## src/rtl/and16_bist_driver.sv

```systemverilog
// Self-test driver for a 16-bit bitwise AND unit: applies fixed and LFSR operand pairs,
// checks the returned out bus against a&b, and reports pass, an error count and the first failing index.
module and16_bist_driver #(
  parameter int          NUM_RAND = 8,
  parameter int          SETTLE   = 1,
  parameter logic [15:0] SEED_A   = 16'hACE1,
  parameter logic [15:0] SEED_B   = 16'h1D87
) (
  input  logic        clk,
  input  logic        rst_n,
  input  logic        start,
  output logic [15:0] vec_a,
  output logic [15:0] vec_b,
  input  logic [15:0] dut_out,
  output logic        busy,
  output logic        done,
  output logic        pass,
  output logic [15:0] err_count,
  output logic [15:0] fail_idx
);

  localparam int          T    = 4 + NUM_RAND;
  localparam logic [15:0] SA   = (SEED_A == 16'h0000) ? 16'h0001 : SEED_A;
  localparam logic [15:0] SB   = (SEED_B == 16'h0000) ? 16'h0001 : SEED_B;
  localparam logic [15:0] POLY = 16'hB400;

  typedef enum logic [2:0] {IDLE, LOAD, SETTLING, CHECK, DONE_S} state_t;

  state_t      state_reg, state_next;
  logic [31:0] idx_reg, idx_next;
  logic [31:0] cnt_reg, cnt_next;
  logic [15:0] lfsr_a_reg, lfsr_a_next;
  logic [15:0] lfsr_b_reg, lfsr_b_next;
  logic [15:0] vec_a_reg, vec_a_next;
  logic [15:0] vec_b_reg, vec_b_next;
  logic [15:0] err_reg, err_next;
  logic [15:0] fidx_reg, fidx_next;

  function automatic logic [15:0] lfsr_step(input logic [15:0] s);
    return (s >> 1) ^ (s[0] ? POLY : 16'h0000);
  endfunction

  function automatic logic [15:0] fixed_a(input logic [1:0] i);
    case (i)
      2'd2:    return 16'hA211;
      2'd3:    return 16'h0001;
      default: return 16'h0000;
    endcase
  endfunction

  function automatic logic [15:0] fixed_b(input logic [1:0] i);
    case (i)
      2'd1:    return 16'h0001;
      2'd2:    return 16'h0730;
      2'd3:    return 16'h0003;
      default: return 16'h0000;
    endcase
  endfunction

  always_ff @(posedge clk) begin
    if (!rst_n) begin
      state_reg  <= IDLE;
      idx_reg    <= '0;
      cnt_reg    <= '0;
      lfsr_a_reg <= SA;
      lfsr_b_reg <= SB;
      vec_a_reg  <= '0;
      vec_b_reg  <= '0;
      err_reg    <= '0;
      fidx_reg   <= '0;
    end else begin
      state_reg  <= state_next;
      idx_reg    <= idx_next;
      cnt_reg    <= cnt_next;
      lfsr_a_reg <= lfsr_a_next;
      lfsr_b_reg <= lfsr_b_next;
      vec_a_reg  <= vec_a_next;
      vec_b_reg  <= vec_b_next;
      err_reg    <= err_next;
      fidx_reg   <= fidx_next;
    end
  end

  always_comb begin
    state_next  = state_reg;
    idx_next    = idx_reg;
    cnt_next    = cnt_reg;
    lfsr_a_next = lfsr_a_reg;
    lfsr_b_next = lfsr_b_reg;
    vec_a_next  = vec_a_reg;
    vec_b_next  = vec_b_reg;
    err_next    = err_reg;
    fidx_next   = fidx_reg;
    case (state_reg)
      IDLE, DONE_S: begin
        if (start) begin
          state_next  = LOAD;
          idx_next    = '0;
          lfsr_a_next = SA;
          lfsr_b_next = SB;
          err_next    = '0;
          fidx_next   = '0;
          vec_a_next  = fixed_a(2'd0);
          vec_b_next  = fixed_b(2'd0);
        end
      end
      LOAD: begin
        state_next = SETTLING;
        cnt_next   = '0;
      end
      SETTLING: begin
        if (cnt_reg == 32'(SETTLE - 1)) state_next = CHECK;
        else                            cnt_next   = cnt_reg + 32'd1;
      end
      CHECK: begin
        if (dut_out != (vec_a_reg & vec_b_reg)) begin
          if (err_reg != 16'hFFFF) err_next  = err_reg + 16'd1;
          if (err_reg == 16'h0000) fidx_next = idx_reg[15:0];
        end
        if (idx_reg == 32'(T - 1)) begin
          state_next = DONE_S;
        end else begin
          state_next = LOAD;
          idx_next   = idx_reg + 32'd1;
          // The random pair for index 4 is the seed itself; step only after it has been used.
          if (idx_reg >= 32'd4) begin
            lfsr_a_next = lfsr_step(lfsr_a_reg);
            lfsr_b_next = lfsr_step(lfsr_b_reg);
          end
          if (idx_next >= 32'd4) begin
            vec_a_next = lfsr_a_next;
            vec_b_next = lfsr_b_next;
          end else begin
            vec_a_next = fixed_a(idx_next[1:0]);
            vec_b_next = fixed_b(idx_next[1:0]);
          end
        end
      end
      default: state_next = IDLE;
    endcase
  end

  assign vec_a     = vec_a_reg;
  assign vec_b     = vec_b_reg;
  assign busy      = (state_reg == LOAD) || (state_reg == SETTLING) || (state_reg == CHECK);
  assign done      = (state_reg == DONE_S);
  assign pass      = (state_reg == DONE_S) && (err_reg == 16'h0000);
  assign err_count = err_reg;
  assign fail_idx  = fidx_reg;

endmodule
```

## config.mk

```make
export PLATFORM = sky130hd
export DESIGN_NAME = and16_bist_driver
export DESIGN_NICKNAME = d
export VERILOG_FILES = /design/src/rtl/and16_bist_driver.sv
export SDC_FILE = /design/constraint.sdc
export NUM_CORES = 1
export LEC_CHECK = 0
export CELL_PAD_IN_SITES_DETAIL_PLACEMENT = 1
export CELL_PAD_IN_SITES_GLOBAL_PLACEMENT = 1
export CORE_MARGIN = 5
export CORE_UTILIZATION = 30
export CTS_CLUSTER_DIAMETER = 80
export DETAILED_ROUTE_END_ITERATION = 6
export PLACE_DENSITY = 0.65
export SLEW_MARGIN = 0
export SYNTH_ARGS = -nofsm -noshare
export SYNTH_HDL_FRONTEND = slang
export SYNTH_SLANG_ARGS = --single-unit
```

## constraint.sdc

```tcl
create_clock -name clk -period 4.3 [get_ports clk]
set_input_delay 0.86 -clock clk [delete_from_list [all_inputs] [get_ports clk]]
set_output_delay 0.86 -clock clk [all_outputs]
set_load 0.01 [all_outputs]
```

# After elaboration in Yosys (flattened, before gate mapping)
# Cells that the tools add are included.
dict set report totals {
  reg_bits 163
  inputBits 19
  output_inout_bits 67
  elab_cells 82
}
dict set report classes {
  n_addsub 3
  n_lt_le_gt_ge 2
  eq_ne 17
  muxes 34
  bitwise_logic 3
  n_reduce_logical 14
}
# cell count
set op_table {}
lappend op_table {{$mux W16} 17}
lappend op_table {{$pmux W16 S2} 7}
lappend op_table {{$pmux W32 S2} 2}
lappend op_table {{$mux W32} 3}
lappend op_table {{$add A32 B1 Y32 const B} 2}
lappend op_table {{$ge A32 B3 Y1 const B} 2}
lappend op_table {{$pmux W11 S3} 1}
lappend op_table {{$eq A32 B4 Y1 const B} 1}
lappend op_table {{$logic_not A32 Y1} 1}
lappend op_table {{$xor A15 B16 Y16} 2}
lappend op_table {{$add A16 B1 Y16 const B} 1}
lappend op_table {{$and A16 B16 Y16} 1}
lappend op_table {{$logic_not A16 Y1} 1}
lappend op_table {{$ne A16 B16 Y1} 1}
lappend op_table {{$ne A16 B16 Y1 const B} 1}
lappend op_table {{$ne A2 B2 Y1 const B} 7}
lappend op_table {{$pmux W3 S4} 1}
lappend op_table {{$mux W3} 3}
lappend op_table {{$reduce_and A4 Y1} 2}
lappend op_table {{$eq A3 B2 Y1 const B} 2}
lappend op_table {{$eq A2 B2 Y1 const B} 2}
lappend op_table {{$reduce_and A2 Y1} 2}
lappend op_table {{$reduce_bool A2 Y1} 2}
lappend op_table {{$eq A3 B1 Y1 const B} 1}
lappend op_table {{other kinds (7)} 8}

# Depth between registers and ports, before layout
# Gate-level depths: netlist of the first run.
dict set report depth {
  ltp_word 6
  ltp_mapped 11
}

# Least setup slack after synthesis of the first run
# OpenSTA, ideal clock, no wires.
dict set report synth_timing {
  kind {flip-flop to flip-flop}
  startpoint {register idx_reg[1]}
  endpoint {register vec_b_reg[0], in the netlist vec_b[0]}
  setup_time_ps 62
  arrival_time_ps 3064
  required_ps 4238
  setup_slack_ps 1174
  stages_incl_launch_ff 11
  n_path_buf 1
  synth_period_minus_slack_ps 3126
  cell_sequence {dfxtp_1 -> ha_1 -> buf_2 -> nand3_1 -> or4_1 -> or2_2 -> xnor2_1 -> nor4_1 -> nand4_2 -> or4_1 -> nand3_1}
}
dict set report synth_between {
  elab_chain_len 6
  word_cells_on_any_way 14
  classes_between {1 x add/sub; 2 x order compare; 5 x eq/ne; 5 x mux; 1 x reduce/logical}
}
# element line_no
set synth_lines {}
lappend synth_lines {{start, declared} 30} ;# logic [31:0] idx_reg, idx_next;
lappend synth_lines {{start signal, assigned} 73} ;# idx_reg <= idx_next;
lappend synth_lines {{parallel branches: the longest is 6 deep, another holds $add A32 B1 Y32} n/a}
lappend synth_lines {{end signal, assigned} 78} ;# vec_b_reg <= vec_b_next;
lappend synth_lines {{end, declared} 35} ;# logic [15:0] vec_b_reg, vec_b_next;
# Several ways; the timed one is not identified. The select of a mux whose other input is x is not followed.
# A chain may end at the register's enable or synchronous reset.

# Final worst setup path of the first run
dict set report layout_timing {
  startpoint {register idx_reg[0]}
  endpoint {register vec_a_reg[9], in the netlist vec_a[9]}
}
dict set report layout_between {
  elab_chain_len 6
  word_cells_on_any_way 13
  classes_between {1 x add/sub; 2 x order compare; 4 x eq/ne; 5 x mux; 1 x reduce/logical}
}
# element line_no
set layout_lines {}
lappend layout_lines {{parallel branches: the longest is 6 deep, another holds $add A32 B1 Y32} n/a}
lappend layout_lines {{end signal, assigned} 77} ;# vec_a_reg <= vec_a_next;
lappend layout_lines {{end, declared} 34} ;# logic [15:0] vec_a_reg, vec_a_next;
# Several ways; the timed one is not identified. The select of a mux whose other input is x is not followed.

==> results.cfg, run 1 <==
[setup_path]
required_ns = 4.59
cp_slowest_cell = or4_1
worstSetupPathType = reg -> reg
arrival_ns = 4.02
critPathMaxStageDelay_ns = 0.68
crit_path_max_fanout = 9
worst_setup_path_start_kind = flop
path_cells = ha_1, nand3_1, or4_1, or2_2, xnor2_1, nor4_1, nand4_2, o21ai_1, a21boi_0
endpoint_kind = flop

[cts]
clkTransAtPathRegs_ns = 0.08
cts_tree = built
cts_buffers = 17
clockBufferDepth = 2
clock_latency_ns = 0.44
cts_hold_buf = 0
cts_setup_buffers = 0
cts_root_buf = clkbuf_16
htreeDepth = 4
cts.sinks = 163
post_cts_resized = 0

[floorplanning]
die_h_um = 176.5
initial_core_util_pct = 30.17
rows = 61
dieArea_um2 = 31140
io_pins = 86
die_w_um = 176.5
core-area_um2 = 27550

[pwr]
power_uw = 3994
power_density_nw_per_um2 = 392.4
leakage_uw = 0.003537
ir_drop_v = 0.0002205

[timing]
relSlewSlack_pct = 29.30
final.setup.tns_ns = 0
maxSlewViolCount = 0
final_hold_viol_count = 0
tightest_slew_ns = 1.049
setup_viol_count_final = 0
fin_skew_ns = 0.02062
finalCriticalPeriod_ns = 3.738
fmax_ghz = 0.2675
rsz0062_at_grt = no
finalCritPeriodShare_pct = 86.92

[place]
numPortBuffers = 85
gp_congestion = 0.8034
dp_hpwl_mm = 18.31

[grt]
grtUsageTotal_pct = 16.81
grt_pass1_wl_mm = 43.14
antenna_found_initial = 0
grt_pass1_vias = 7994
gr-total-overflow = 0
grt_max_degree = 53

[yosys]
synth.distinct_cells = 64
netlist_instances = 1062
ys_ff_latch = 163
ys_warn_count = 0
synth_edf_count = 0
synth_ff_type = dfxtp_1
syn_avg_cell_area_um2 = 7.828
ys_seq_area_share_pct = 39.25
synth.net_count = 1091
async_reset_ff_share_pct = 0
netlist_area_um2 = 8313

[detailed_routing]
wl_per_cell_um = 17.32
drtIter0Drc = 439
first_pass_iters = 4
routed-via-count = 7861
detail-route-antenna-nets = 0
drc = 0
vias_per_cell = 5.227
routed_wl_mm = 26.05

[layout]
final_common_cell = dfxtp_1
drive_gt1_share_pct = 6.750
fillers = 3298
num_antenna_cells = 0
final_cell_mix = dfxtp_1 (163), nor2_1 (133), nand2_1 (125)
synthToLayoutAreaGrowth_pct = 22.43
nets = 1142
utilization_pct = 36.94

[run]
max_cap_violations = 0

[run_status]
outcome = finished clean

[hold_path]
hp-class = reg -> reg
-- metrics by stage --
step	instance area [um^2]	hold WS, ns	worst slack, ns	instances
after CTS	10180	0.4757	0.5515	1504
final	10180	0.4716	0.5623	1504
after global routing	10180	0.4924	0.2836	1504
after detailed placement	9549	0.4647	0.5762	1472
after global placement	9549	0.4557	0.6738	1472
after floorplan	8313	0.4585	1.174	1062
-- cell type report --
cell class / instances / area, um^2 / share of cell area [%]
Multi-Input combinational cell: 810 / 4700 / 46.18
Tap cell: 378 / 473.0 / 4.647
Sequential cell: 163 / 3263 / 32.06
Clock buffer: 18 / 439.2 / 4.315
Clock inverter: 14 / 188.9 / 1.856
Timing Repair Buffer: 109 / 1069 / 10.50
Inverter: 12 / 45.04 / 0.4426
-- Yosys cell counts (all sizes together), types with 10 or more instances --
library cell  count  area (um^2)
a21oi            99        495.5
nand2b           18        112.6
or3              12        75.07
nor2            135        509.2
inv              12        45.04
ha               10        125.1
clkbuf           56        212.7
xnor2            26        227.7
o21ai            47        235.2
xor2             34        297.8
buf              21        108.9
nand3            53        270.3
a22oi            28        210.2
nor3             26        135.1
and3             25        156.4
nor4             19        155.2
nand2           125        469.2
dfxtp           163         3263
nand4            25        183.9
a211oi           13        97.59
-- power by group --
group	switching, uW	internal, uW
clock network	743	859
registers	51.8	1560
logic	540	245
-- worst paths after layout --
kind              slack, ns         start  depth (start not counted)           end
setup / recovery       0.56    idx_reg[0]                          9      vec_a[9]
hold / removal         0.47  fail_idx[13]                          2  fail_idx[13]
setup reg to reg       0.56    idx_reg[0]                          9      vec_a[9]
hold reg to reg        0.47  fail_idx[13]                          2  fail_idx[13]
-- per-layer routing --
layer	vias to the layer above	GRT usage [%]	wire, um
li1	3878	-	-
met1	3856	23.49	12960
met2	108	27.78	12030
met3	19	2.398	813
met4	0	3.514	244
met5	-	0	0
-- critical path, delay by kind of cell (launching register included) --
family                     cells  cell delay, ns
DFF                            1            0.35
xor gates and xnor gates       1            0.14
adders and majority gates      1            0.36
and+or+nand+nor                5            1.89
AOI/OAI and AO/OA              2            0.87
-- logic make-up (layout without fill, tap and decap cells) --
group / after synthesis / after routing / synth area share (%)
AND/OR/NAND/NOR: 486 / 486 / 29.30
AO/OA/AOI/OAI: 247 / 247 / 18.36
flip-flops: 163 / 163 / 39.25
adder cells (fa/ha/maj): 10 / 10 / 1.505
XOR/XNOR: 60 / 60 / 6.322
multiplexers: 7 / 7 / 0.8429
buffers and inverters: 89 / 153 / 4.410
No activity file was read; power rests on OpenSTA's default activity.
==> run 2: changes to the inputs <==
- SKIP_CTS_REPAIR_TIMING: unset -> 1
==> results of run 2 <==
Same layout as run 1: the final DEF is identical, and so are final timing and power.
==> run 3: changes to the inputs <==
- CTS_CLUSTER_SIZE: unset -> 8
- GPL_TIMING_DRIVEN: unset -> 0
==> results.cfg, run 3 (same netlist as run 1, synthesis figures left out) <==
[setup_path]
rr_endpoint = vec_a[14]
worstSetupPathType = reg -> reg
cp-endpoint = vec_a[14]
r2r-start = idx_reg[17]
crit_cells = 11
critPathMaxStageDelay_ns = 0.59
cp_slowest_cell = clkbuf_1
worst_setup_path_start_kind = flop
r2r_slack_ns = 0.27
crit_path_frequent_cell = clkbuf_1
cp-startpoint = idx_reg[17]
endpoint_kind = flop
worstRegToRegCells = 11
arrival_ns = 4.34
required_ns = 4.61
path_cells = clkbuf_1, nor4_1, nand4_1, nor4_2, a31o_2, clkbuf_1, clkbuf_1, clkbuf_1, a21oi_1, a22oi_1, nor2_1
crit_buf_inv = 4
crit_path_max_fanout = 10
crit_family = buffers and inverters

[layout]
final_cell_mix = dfxtp_1 (163), nor2_1 (134), nand2_1 (125)
synthToLayoutAreaGrowth_pct = 23.15
final_common_cell = dfxtp_1
multiInputGateArea_um2 = 4687
seq_area_um2 = 3263
nets = 1194
final-instance-count-excl-fill = 1556
final_area_um2 = 10240
utilization_pct = 37.16
fillers = 3337
num_antenna_cells = 0
drive_gt1_share_pct = 6.112

[timing]
final.setup.tns_ns = 0
fmax_ghz = 0.2482
finalCriticalPeriod_ns = 4.029
final_hold_viol_count = 0
finalCritPeriodShare_pct = 93.71
relSlewSlack_pct = 23.14
tightest_slew_ns = 1.148
rsz0062_at_grt = no
maxSlewViolCount = 0
setup_viol_count_final = 0
fin_skew_ns = 0.02019

[detailed_routing]
routed_wl_mm = 29.66
route.met3.wl_mm = 1.160
detail-route-antenna-nets = 0
vias_per_cell = 5.292
drc = 0
dr.max_layer_used = met4
wl_per_cell_um = 19.06
first_pass_iters = 6
wl_met1_mm = 14.15
drtIter0Drc = 471
wl_met2_mm = 13.85
routed-via-count = 8235

[run_status]
outcome = finished clean

[cts]
htreeDepth = 4
cts_root_buf = clkbuf_16
cts_buffers = 17
clock_latency_ns = 0.44
clockBufferDepth = 2
clkTransAtPathRegs_ns = 0.08
cts.sinks = 163
cts_tree = built

[pwr]
intPower_uw = 2619
leakage_uw = 0.003566
power_density_nw_per_um2 = 394.9
power_uw = 4043
switching_share_pct = 35.21
p_comb_share_pct = 20.7
p_switching_uw = 1424
pwr-share-clk_pct = 39.5
ir_drop_v = 0.0002837
seq_power_share_pct = 39.8

[grt]
antenna_found_initial = 0
grt_pass1_wl_mm = 47.26
grt_pass1_vias = 8278
grtUsageTotal_pct = 19.02
gr-total-overflow = 0
grt_max_degree = 19

[floorplanning]
io_pins = 86
die_w_um = 176.5
initial_core_util_pct = 30.17
die_h_um = 176.5
core-area_um2 = 27550
dieArea_um2 = 31140
rows = 61

[hold_path]
min_delay_path_depth = 2
hp-class = reg -> reg

[place]
dp_hpwl_mm = 21.68
dpl_cell_area_um2 = 9627
gp_congestion = 0.8567
numPortBuffers = 84
placed_cells = 1524

[run]
max_cap_violations = 0
-- run 3: changes by cell type in the layout (fill, tap and decap cells not counted), moves of 2 or more --
| cell | before | now |
|---|---|---|
| buf_12 | 3 | 0 |
| buf_2 | 0 | 18 |
| buf_4 | 21 | 2 |
| clkbuf_1 | 0 | 54 |
| clkbuf_2 | 0 | 2 |
| clkinv_8 | 5 | 2 |
| inv_8 | 3 | 7 |
-- run 3: tightest hold or removal path, stage by stage (launching register included) --
cell and delay, ns:
dfxtp_1 0.31, nand2b_1 0.06, a21oi_1 0.05
-- run 3: how the worst min path moves through the flow --
stage / startpoint / end / slack, ns
2_1_floorplan: lfsr_a_reg[6] / lfsr_a_reg[6] / 0.46
3_3_place_gp: fail_idx[13] / fail_idx[13] / 0.46
3_5_place_dp: fail_idx[15] / fail_idx[15] / 0.46
4_1_cts: fail_idx[9] / fail_idx[9] / 0.48
5_1_grt: fail_idx[15] / fail_idx[15] / 0.50
6_report: fail_idx[12] / fail_idx[12] / 0.47
-- run 3: per-stage QoR --
step                      setup slack (ns)  hold WS [ns]
after floorplan                      1.174        0.4585
after global placement              0.2825        0.4585
after detailed placement            0.2458        0.4645
after CTS                           0.2441        0.4751
after global routing               0.02820        0.5009
final                               0.2705        0.4687
-- run 3: layer usage --
metal  up-vias  track usage [%]
met5         -                0
met4         0            5.351
met3        31            2.891
met2       154            31.34
met1      4065            26.01
li1       3985                -
-- run 3: layout make-up --
| class | instances | share of cell area (%) |
|---|---|---|
| inverter | 12 | 0.4400 |
| sequential | 163 | 31.87 |
| buffer | 77 | 3.141 |
| timing repair buffer | 84 | 8.213 |
| clock inverter | 15 | 1.772 |
| tap | 378 | 4.620 |
| multi-input combinational | 810 | 45.78 |
| clock buffer | 17 | 4.155 |
-- run 3: power groups by stage --
| stage | logic [uW] | clock network (uW) | registers, uW |
|---|---|---|---|
| after floorplan | 499 | 0 | 1630 |
| after global placement | 835 | 0 | 1640 |
| after detailed placement | 840 | 0 | 1640 |
| after CTS | 846 | 1630 | 1610 |
| after global routing | 915 | 1690 | 1620 |
| final | 839 | 1600 | 1610 |
